--- src/rtl/psad_min_select_if.sv ---
// ============================================================================
// Module  : psad_min_select_if
// Brief   : Input-beat and result handshake bundle for psad_min_select.
//           best_tie is present only when PSAD_MIN_TIE_DETECT_EN is defined.
// Rev     : 1.0
// ============================================================================
`default_nettype none

interface psad_min_select_if #(
    parameter int PIXELS_IN_BATCH = 16,
    parameter int PSAD_BIT_DEPTH  = 14,
    parameter int INDEX_WIDTH     = 8
);
    logic                                  psad_in_valid;
    logic                                  psad_in_ready;
    logic [PIXELS_IN_BATCH*PSAD_BIT_DEPTH-1:0] psad_in;
    logic                                  best_valid;
    logic                                  best_ready;
    logic [PSAD_BIT_DEPTH-1:0]             best_sad;
    logic [INDEX_WIDTH-1:0]                best_index;
`ifdef PSAD_MIN_TIE_DETECT_EN
    logic                                  best_tie;

    modport slave (
        input  psad_in_valid, psad_in, best_ready,
        output psad_in_ready, best_valid, best_sad, best_index, best_tie
    );
    modport master (
        output psad_in_valid, psad_in, best_ready,
        input  psad_in_ready, best_valid, best_sad, best_index, best_tie
    );
`else
    modport slave (
        input  psad_in_valid, psad_in, best_ready,
        output psad_in_ready, best_valid, best_sad, best_index
    );
    modport master (
        output psad_in_valid, psad_in, best_ready,
        input  psad_in_ready, best_valid, best_sad, best_index
    );
`endif
endinterface

`default_nettype wire

--- src/rtl/psad_min_select.sv ---
// ============================================================================
// Module  : psad_min_select
// Brief   : Minimum-SAD search over one block of PSAD beats; optional tie
//           flag enabled by PSAD_MIN_TIE_DETECT_EN.
// Rev     : 1.0
// ============================================================================
`default_nettype none

module psad_min_select #(
    parameter int PIXELS_IN_BATCH   = 16,
    parameter int PSAD_BIT_DEPTH    = 14,
    parameter int BATCHES_PER_BLOCK = 16,
    parameter int INDEX_WIDTH       = 8
) (
    input  logic             clk,
    input  logic             rst_n,
    psad_min_select_if.slave bus
);
    localparam int LANE_W = (PIXELS_IN_BATCH > 1) ? $clog2(PIXELS_IN_BATCH) : 1;
    localparam int BEAT_W = (BATCHES_PER_BLOCK > 1) ? $clog2(BATCHES_PER_BLOCK) : 1;
    localparam logic [BEAT_W-1:0] LAST_BEAT = BEAT_W'(BATCHES_PER_BLOCK - 1);

    localparam logic [1:0] ST_ACCUM = 2'd0;
    localparam logic [1:0] ST_DRAIN = 2'd1;
    localparam logic [1:0] ST_HOLD  = 2'd2;

    logic [1:0]                r_state;
    logic [BEAT_W-1:0]         r_beat;
    logic                      w_accept;
    logic                      w_last;
    logic                      w_hold_exit;

    logic [PSAD_BIT_DEPTH-1:0] w_lane_min;
    logic [LANE_W-1:0]         w_lane_idx;

    logic                      r_s1_valid;
    logic [PSAD_BIT_DEPTH-1:0] r_s1_sad;
    logic [LANE_W-1:0]         r_s1_lane;
    logic [BEAT_W-1:0]         r_s1_beat;
    logic [INDEX_WIDTH-1:0]    w_s1_index;

    logic [PSAD_BIT_DEPTH-1:0] r_run_sad;
    logic [INDEX_WIDTH-1:0]    r_run_index;
    logic                      w_first;
    logic                      w_improve;
    logic [PSAD_BIT_DEPTH-1:0] w_merge_sad;
    logic [INDEX_WIDTH-1:0]    w_merge_index;

    logic [PSAD_BIT_DEPTH-1:0] r_best_sad;
    logic [INDEX_WIDTH-1:0]    r_best_index;

    assign w_accept    = bus.psad_in_valid && (r_state == ST_ACCUM);
    assign w_last      = w_accept && (r_beat == LAST_BEAT);
    assign w_hold_exit = (r_state == ST_HOLD) && bus.best_ready;

    assign bus.psad_in_ready = (r_state == ST_ACCUM);
    assign bus.best_valid    = (r_state == ST_HOLD);
    assign bus.best_sad      = r_best_sad;
    assign bus.best_index    = r_best_index;

    // Strict less-than keeps the lowest lane on equal values.
    always_comb begin
        w_lane_min = bus.psad_in[PSAD_BIT_DEPTH-1:0];
        w_lane_idx = '0;
        for (int i = 1; i < PIXELS_IN_BATCH; i++) begin
            if (bus.psad_in[i*PSAD_BIT_DEPTH +: PSAD_BIT_DEPTH] < w_lane_min) begin
                w_lane_min = bus.psad_in[i*PSAD_BIT_DEPTH +: PSAD_BIT_DEPTH];
                w_lane_idx = LANE_W'(i);
            end
        end
    end

    assign w_s1_index = INDEX_WIDTH'(r_s1_beat) * INDEX_WIDTH'(PIXELS_IN_BATCH)
                      + INDEX_WIDTH'(r_s1_lane);

    assign w_first       = (r_s1_beat == '0);
    assign w_improve     = (r_s1_sad < r_run_sad);
    assign w_merge_sad   = (w_first || w_improve) ? r_s1_sad   : r_run_sad;
    assign w_merge_index = (w_first || w_improve) ? w_s1_index : r_run_index;

    always_ff @(posedge clk or negedge rst_n) begin
        if (!rst_n) begin
            r_state <= ST_ACCUM;
            r_beat  <= '0;
        end else begin
            case (r_state)
                ST_ACCUM: if (w_last) r_state <= ST_DRAIN;
                ST_DRAIN: r_state <= ST_HOLD;
                ST_HOLD:  if (bus.best_ready) r_state <= ST_ACCUM;
                default:  r_state <= ST_ACCUM;
            endcase
            if (w_accept) begin
                r_beat <= w_last ? '0 : r_beat + BEAT_W'(1);
            end else if (w_hold_exit) begin
                r_beat <= '0;
            end
        end
    end

    always_ff @(posedge clk or negedge rst_n) begin
        if (!rst_n) begin
            r_s1_valid   <= 1'b0;
            r_s1_sad     <= '0;
            r_s1_lane    <= '0;
            r_s1_beat    <= '0;
            r_run_sad    <= '0;
            r_run_index  <= '0;
            r_best_sad   <= '0;
            r_best_index <= '0;
        end else begin
            r_s1_valid <= w_accept;
            if (w_accept) begin
                r_s1_sad  <= w_lane_min;
                r_s1_lane <= w_lane_idx;
                r_s1_beat <= r_beat;
            end
            if (r_s1_valid) begin
                r_run_sad   <= w_merge_sad;
                r_run_index <= w_merge_index;
            end else if (w_hold_exit) begin
                r_run_sad   <= '0;
                r_run_index <= '0;
            end
            // s1 holds the last beat during DRAIN, so the merge is the final answer.
            if (r_state == ST_DRAIN) begin
                r_best_sad   <= w_merge_sad;
                r_best_index <= w_merge_index;
            end
        end
    end

`ifdef PSAD_MIN_TIE_DETECT_EN
    logic w_lane_tie;
    logic r_s1_tie;
    logic r_run_tie;
    logic w_merge_tie;
    logic r_best_tie;

    always_comb begin
        w_lane_tie = 1'b0;
        for (int i = 0; i < PIXELS_IN_BATCH; i++) begin
            if ((bus.psad_in[i*PSAD_BIT_DEPTH +: PSAD_BIT_DEPTH] == w_lane_min) &&
                (LANE_W'(i) != w_lane_idx)) begin
                w_lane_tie = 1'b1;
            end
        end
    end

    assign w_merge_tie = w_first   ? r_s1_tie :
                         w_improve ? 1'b0     :
                         (r_s1_sad == r_run_sad) ? 1'b1 : r_run_tie;

    always_ff @(posedge clk or negedge rst_n) begin
        if (!rst_n) begin
            r_s1_tie   <= 1'b0;
            r_run_tie  <= 1'b0;
            r_best_tie <= 1'b0;
        end else begin
            if (w_accept)           r_s1_tie  <= w_lane_tie;
            if (r_s1_valid)         r_run_tie <= w_merge_tie;
            else if (w_hold_exit)   r_run_tie <= 1'b0;
            if (r_state == ST_DRAIN) r_best_tie <= w_merge_tie;
        end
    end

    assign bus.best_tie = r_best_tie;
`endif

endmodule

`default_nettype wire

--- src/flat_wrapper.sv ---
// flat-port wrapper written by rule: the top's interface ports become plain ports
module psad_min_select_flat 
#(
    parameter int PIXELS_IN_BATCH   = 16,
    parameter int PSAD_BIT_DEPTH    = 14,
    parameter int BATCHES_PER_BLOCK = 16,
    parameter int INDEX_WIDTH       = 8
)
  (clk, rst_n, bus_psad_in_valid, bus_psad_in, bus_best_ready, bus_psad_in_ready, bus_best_valid, bus_best_sad, bus_best_index);
  psad_min_select_if #(.PIXELS_IN_BATCH(PIXELS_IN_BATCH), .PSAD_BIT_DEPTH(PSAD_BIT_DEPTH), .INDEX_WIDTH(INDEX_WIDTH)) bus_i ();
  input  logic clk;
  input  logic rst_n;
  input wire logic [$bits(bus_i.psad_in_valid)-1:0] bus_psad_in_valid;
  input wire logic [$bits(bus_i.psad_in)-1:0] bus_psad_in;
  input wire logic [$bits(bus_i.best_ready)-1:0] bus_best_ready;
  output wire logic [$bits(bus_i.psad_in_ready)-1:0] bus_psad_in_ready;
  output wire logic [$bits(bus_i.best_valid)-1:0] bus_best_valid;
  output wire logic [$bits(bus_i.best_sad)-1:0] bus_best_sad;
  output wire logic [$bits(bus_i.best_index)-1:0] bus_best_index;
  assign bus_i.psad_in_valid = bus_psad_in_valid;
  assign bus_i.psad_in = bus_psad_in;
  assign bus_i.best_ready = bus_best_ready;
  assign bus_psad_in_ready = bus_i.psad_in_ready;
  assign bus_best_valid = bus_i.best_valid;
  assign bus_best_sad = bus_i.best_sad;
  assign bus_best_index = bus_i.best_index;
  psad_min_select #(.PIXELS_IN_BATCH(PIXELS_IN_BATCH), .PSAD_BIT_DEPTH(PSAD_BIT_DEPTH), .BATCHES_PER_BLOCK(BATCHES_PER_BLOCK), .INDEX_WIDTH(INDEX_WIDTH)) u_core (.clk(clk), .rst_n(rst_n), .bus(bus_i));
endmodule
--- config.mk ---
export PLATFORM = sky130hd
export DESIGN_NAME = psad_min_select_flat
export DESIGN_NICKNAME = d
export VERILOG_FILES = /design/src/rtl/psad_min_select_if.sv /design/src/rtl/psad_min_select.sv /design/src/flat_wrapper.sv
export SDC_FILE = /design/constraint.sdc
export NUM_CORES = 1
export LEC_CHECK = 0
export ABC_AREA = 1
export ABC_CLOCK_PERIOD_IN_PS = 5980
export BUFFER_PORTS_ARGS = -buffer_cell sky130_fd_sc_hd__buf_2
export CAP_MARGIN = 0
export CORE_MARGIN = 2
export CORE_UTILIZATION = 61
export DETAILED_ROUTE_END_ITERATION = 7
export GPL_TIMING_DRIVEN = 0
export PLACE_DENSITY = 0.95
export SETUP_SLACK_MARGIN = 0.15
export SKIP_CTS_REPAIR_TIMING = 1
export SLEW_MARGIN = 10
export SYNTH_ARGS = -nofsm -noshare
export SYNTH_HDL_FRONTEND = slang
export SYNTH_SLANG_ARGS = --single-unit
export TNS_END_PERCENT = 50
--- constraint.sdc ---
create_clock -name clk -period 5.98 [get_ports clk]
set_input_delay 0.897 -clock clk [delete_from_list [all_inputs] [get_ports clk]]
set_output_delay 0.897 -clock clk [all_outputs]
set_load 0.02 [all_outputs]
==> results.toml, run 1 <==
[placement]
dp_slack_ns = -16.97
gp_congestion = 0.941
place.port_buffers = 251
hpwl_um = 27800
dp_cells = 2233

[synthesis]
synth_top_family_by_area = "simple AND/OR/NAND/NOR gates"
synth_nets = 2153
synth-xor-area-share = 0.000800
synth_edf_count = 0
synth.area.mux_share = 0.000914
yosys_warnings = 0
synthFlopType = "dfrtp_1"
synthCells = 1752
syn_area_mm2 = 0.0110
synth_top_area_frac = 0.198
synthSimpleGateAreaFrac = 0.366
yosys.area.top_type = "ha_1"
synth-seq-cells = 73
synth_cell_type_count = 42
synth-compound-area-share = 0.176
ys_top_cells_by_count = "535 x nand2_1, 205 x nand3_1, 196 x o21ai_0, 187 x inv_1, 173 x ha_1"
synth_adder_area_share = 0.198
yosysMostFrequentCell = "nand2_1"
async_flop_share = 1.00
ys_seq_area_frac = 0.167
synth.area.top_cells = "ha_1 20%, nand2_1 18%, dfrtp_1 17%, nand3_1 9.4%, o21ai_0 9.0%"
syn_area_per_cell_um2 = 6.25

[run_status]
failing_step = "global routing"
error = "[ERROR DPL-0038] Utilization greater than 100%, impossible to legalize"
status = "did not finish"

[die]
die_x_um = 138
start_util = 0.616
io_pins = 252
fp.dieH_um = 138
fp-row-count = 49

[clocking]
cts_root_buffer = "clkbuf_16"
clockBufferDepth = 2
cts_made_buffers = 9
htreeDepth = 3
cts_sinks = 73

[sta]
worst_endpoint_kind = "register data pin"
crit_endpoint = "u_core.r_s1_sad[8]$_DFFE_PN0P_/D"

[global_route]
grt_max_degree = 50
-- kinds of logic after synthesis --
kind of cell | count (synthesis)
multiplexers | 1
AO/OA/AOI/OAI | 337
AND/OR/NAND/NOR | 924
buffers and inverters | 243
adder cells (fa/ha/maj) | 173
XOR/XNOR | 1
flip-flops | 73
-- metrics by stage --
step                hold WS (ns)  area, um2   util  TNS, ns
floorplan                  0.449      11600      -  -245.84
global placement           0.462      13200  0.741  -294.66
detailed placement         0.467      13200  0.743  -304.22
CTS                        0.476      13500  0.757  -299.77
==> run 2: changes to the inputs <==
--- a/config.mk
+++ b/config.mk
@@ -10,11 +10,10 @@
 export BUFFER_PORTS_ARGS = -buffer_cell sky130_fd_sc_hd__buf_2
 export CAP_MARGIN = 0
 export CORE_MARGIN = 2
-export CORE_UTILIZATION = 61
+export CORE_UTILIZATION = 40
 export DETAILED_ROUTE_END_ITERATION = 7
 export GPL_TIMING_DRIVEN = 0
-export PLACE_DENSITY = 0.95
-export SETUP_SLACK_MARGIN = 0.15
+export PLACE_DENSITY_LB_ADDON = 0.15
 export SKIP_CTS_REPAIR_TIMING = 1
 export SLEW_MARGIN = 10
 export SYNTH_ARGS = -nofsm -noshare
==> run 2 against run 1 <==
Net effect:
- the flow now finishes, with violations (setup timing)
- synthesized cell count unchanged
- area after synthesis did not move
==> results.toml, run 2 <==
[run_status]
status = "finished with violations"
violations = "setup timing"

[routing]
finalWirelength_um = 40100
antenna_left = 0
drt_iter0_drc = 778
drt-pass1-iter-count = 5
vias = 13600
avgViaCountPerCell = 5.30
wl_per_cell_um = 15.6
drc = 0

[placement]
gp_congestion = 0.892
dp_cells = 2345
place_area_mm2 = 0.0133
hpwl_um = 28700
place.port_buffers = 251

[finish]
nets = 2609
fillCellCount = 2248
drive_above_1_share = 0.426
final_cells = 2572
finish.utilization = 0.665
post-route-cell-area_mm2 = 0.0179
layout_commonest_cell = "nand2_1"
layout_common_cells = "428 x nand2_1, 246 x buf_2, 178 x nand3_1, 176 x inv_1, 154 x buf_4"
areaGrowthSynthToFinish_pct = 63.7

[clocking]
cts_root_buffer = "clkbuf_16"
cts_made_buffers = 9
clock_latency_ns = 0.33
htreeDepth = 3
clockBufferDepth = 2
cts_sinks = 73
clk_pin_slew_ns = 0.06
tritoncts = "built"

[sta]
period_share = 3.39
max_freq_mhz = 49.3
final_hold_viol_count = 0
tightest_slew_ns = 0.971
rsz0062_at_grt = "yes"
finClkSkew_ns = 0.00599
setup_viol = 18
finalCriticalPeriod_ns = 20.29
setup_ws_ns = -14.31
maxSlewHeadroom = 0.344
slew_violations = 0

[setup_path]
crit_family = "simple AND/OR/NAND/NOR gates"
cpMostUsedCell = "nand2_2"
start_kind = "primary input"
path_buf_inv = 27
cpMaxStageDelayCell = "ha_1"
cp_data_required_time_ns = 6.25
crit_path_max_incr_delay_ns = 0.34
cp_max_fo = 8
arrival_ns = 20.56
critical_path_class = "primary input to register"
critPathCaptureType = "register"

[global_route]
grt_pass1_wl_um = 54300
antenna_found_initial = 22
grt_usage = 0.227
grt-ovfl-total = 0
grt_max_degree = 43
grt_pass1_vias = 11600

[synthesis]
async_flop_share = 1.00
synth_top_area_frac = 0.198
synthCells = 1752
yosys.area.top_type = "ha_1"
synth_nets = 2153
ys_top_cells_by_count = "535 x nand2_1, 205 x nand3_1, 196 x o21ai_0, 187 x inv_1, 173 x ha_1"
yosys_warnings = 0
synthFlopType = "dfrtp_1"
synth_cell_type_count = 42
ys_seq_area_frac = 0.167
synth_edf_count = 0
syn_area_per_cell_um2 = 6.25
syn_area_mm2 = 0.0110
synth-seq-cells = 73
yosysMostFrequentCell = "nand2_1"
synth.area.top_cells = "ha_1 20%, nand2_1 18%, dfrtp_1 17%, nand3_1 9.4%, o21ai_0 9.0%"

[die]
fp.dieH_um = 169
die_x_um = 169
fp-row-count = 60
die_area_mm2 = 0.0287
start_util = 0.406
io_pins = 252
design.core.area_mm2 = 0.0270

[hold_path]
min_path_type = "register to register"

[flow_run]
maxCapViolCount = 0
[run 2: final cells by class]
cell class	instances	area [um2]	share of cell area
tap	341	427	0.0238
clock inverter	4	75.1	0.00419
sequential	73	1830	0.102
clock buffer	12	256	0.0143
buffer	53	661	0.0368
timing repair buffer	443	3300	0.184
inverter	190	738	0.0412
multi-input combinational	1438	10600	0.592
antenna	18	45.0	0.00251
[run 2: path summary, 6_finish.rpt]
check / from / to / slack [ns] / depth (start not counted)
max: bus_psad_in[27] / u_core.r_s1_sad[11] / -14.31 / 148
min: u_core.bus.best_sad[4] / u_core.bus.best_sad[4] / 0.48 / 2
max reg2reg: u_core.r_s1_sad[5] / u_core.r_run_sad[1] / 3.17 / 12
min reg2reg: u_core.bus.best_sad[4] / u_core.bus.best_sad[4] / 0.48 / 2
max in group asynchronous: rst_n / u_core.r_s1_lane[0] / 4.93 / 2
min in group asynchronous: rst_n / u_core.bus.best_sad[7] / 0.50 / 1
[run 2: worst register-to-register path: stages, from the launching register on]
cell and delay [ns]:
dfrtp_1 0.41, ha_1 0.32, a21oi_1 0.15, o221ai_1 0.12, a21oi_1 0.14, nor2_1 0.05
a211oi_1 0.22, o221ai_1 0.17, o41ai_1 0.21, clkbuf_1 0.45, nor2_1 0.08, a21oi_1 0.24
o22ai_1 0.10
[run 2: cells by family after synthesis]
family | share of synthesized area
compound gates | 0.176
xor+xnor | 0.000800
fa+ha+maj | 0.198
buf+inv | 0.0922
flops | 0.167
mux | 0.000914
simple gates | 0.366
[run 2: per-layer routing]
layer | GRT usage | up-vias | share of wire
li1 | - | 6836 | -
met1 | 0.295 | 6323 | 0.43
met2 | 0.389 | 376 | 0.49
met3 | 0.0399 | 91 | 0.054
met4 | 0.0565 | 10 | 0.028
met5 | 0 | - | 0.0011
[run 2: through the flow]
step / hold WS [ns] / worst slack (ns) / setup TNS [ns]
finish: 0.478 / -14.31 / -255.66
global route: 0.501 / -15.27 / -273.17
CTS: 0.483 / -17.06 / -306.12
detailed placement: 0.469 / -17.34 / -311.08
global placement: 0.463 / -17.05 / -305.67
floorplan: 0.449 / -13.73 / -245.84
Power of run 2 is left out: the tool's default activity adds up to more than one toggle a clock period on the data nets, which glitch-free logic cannot reach.
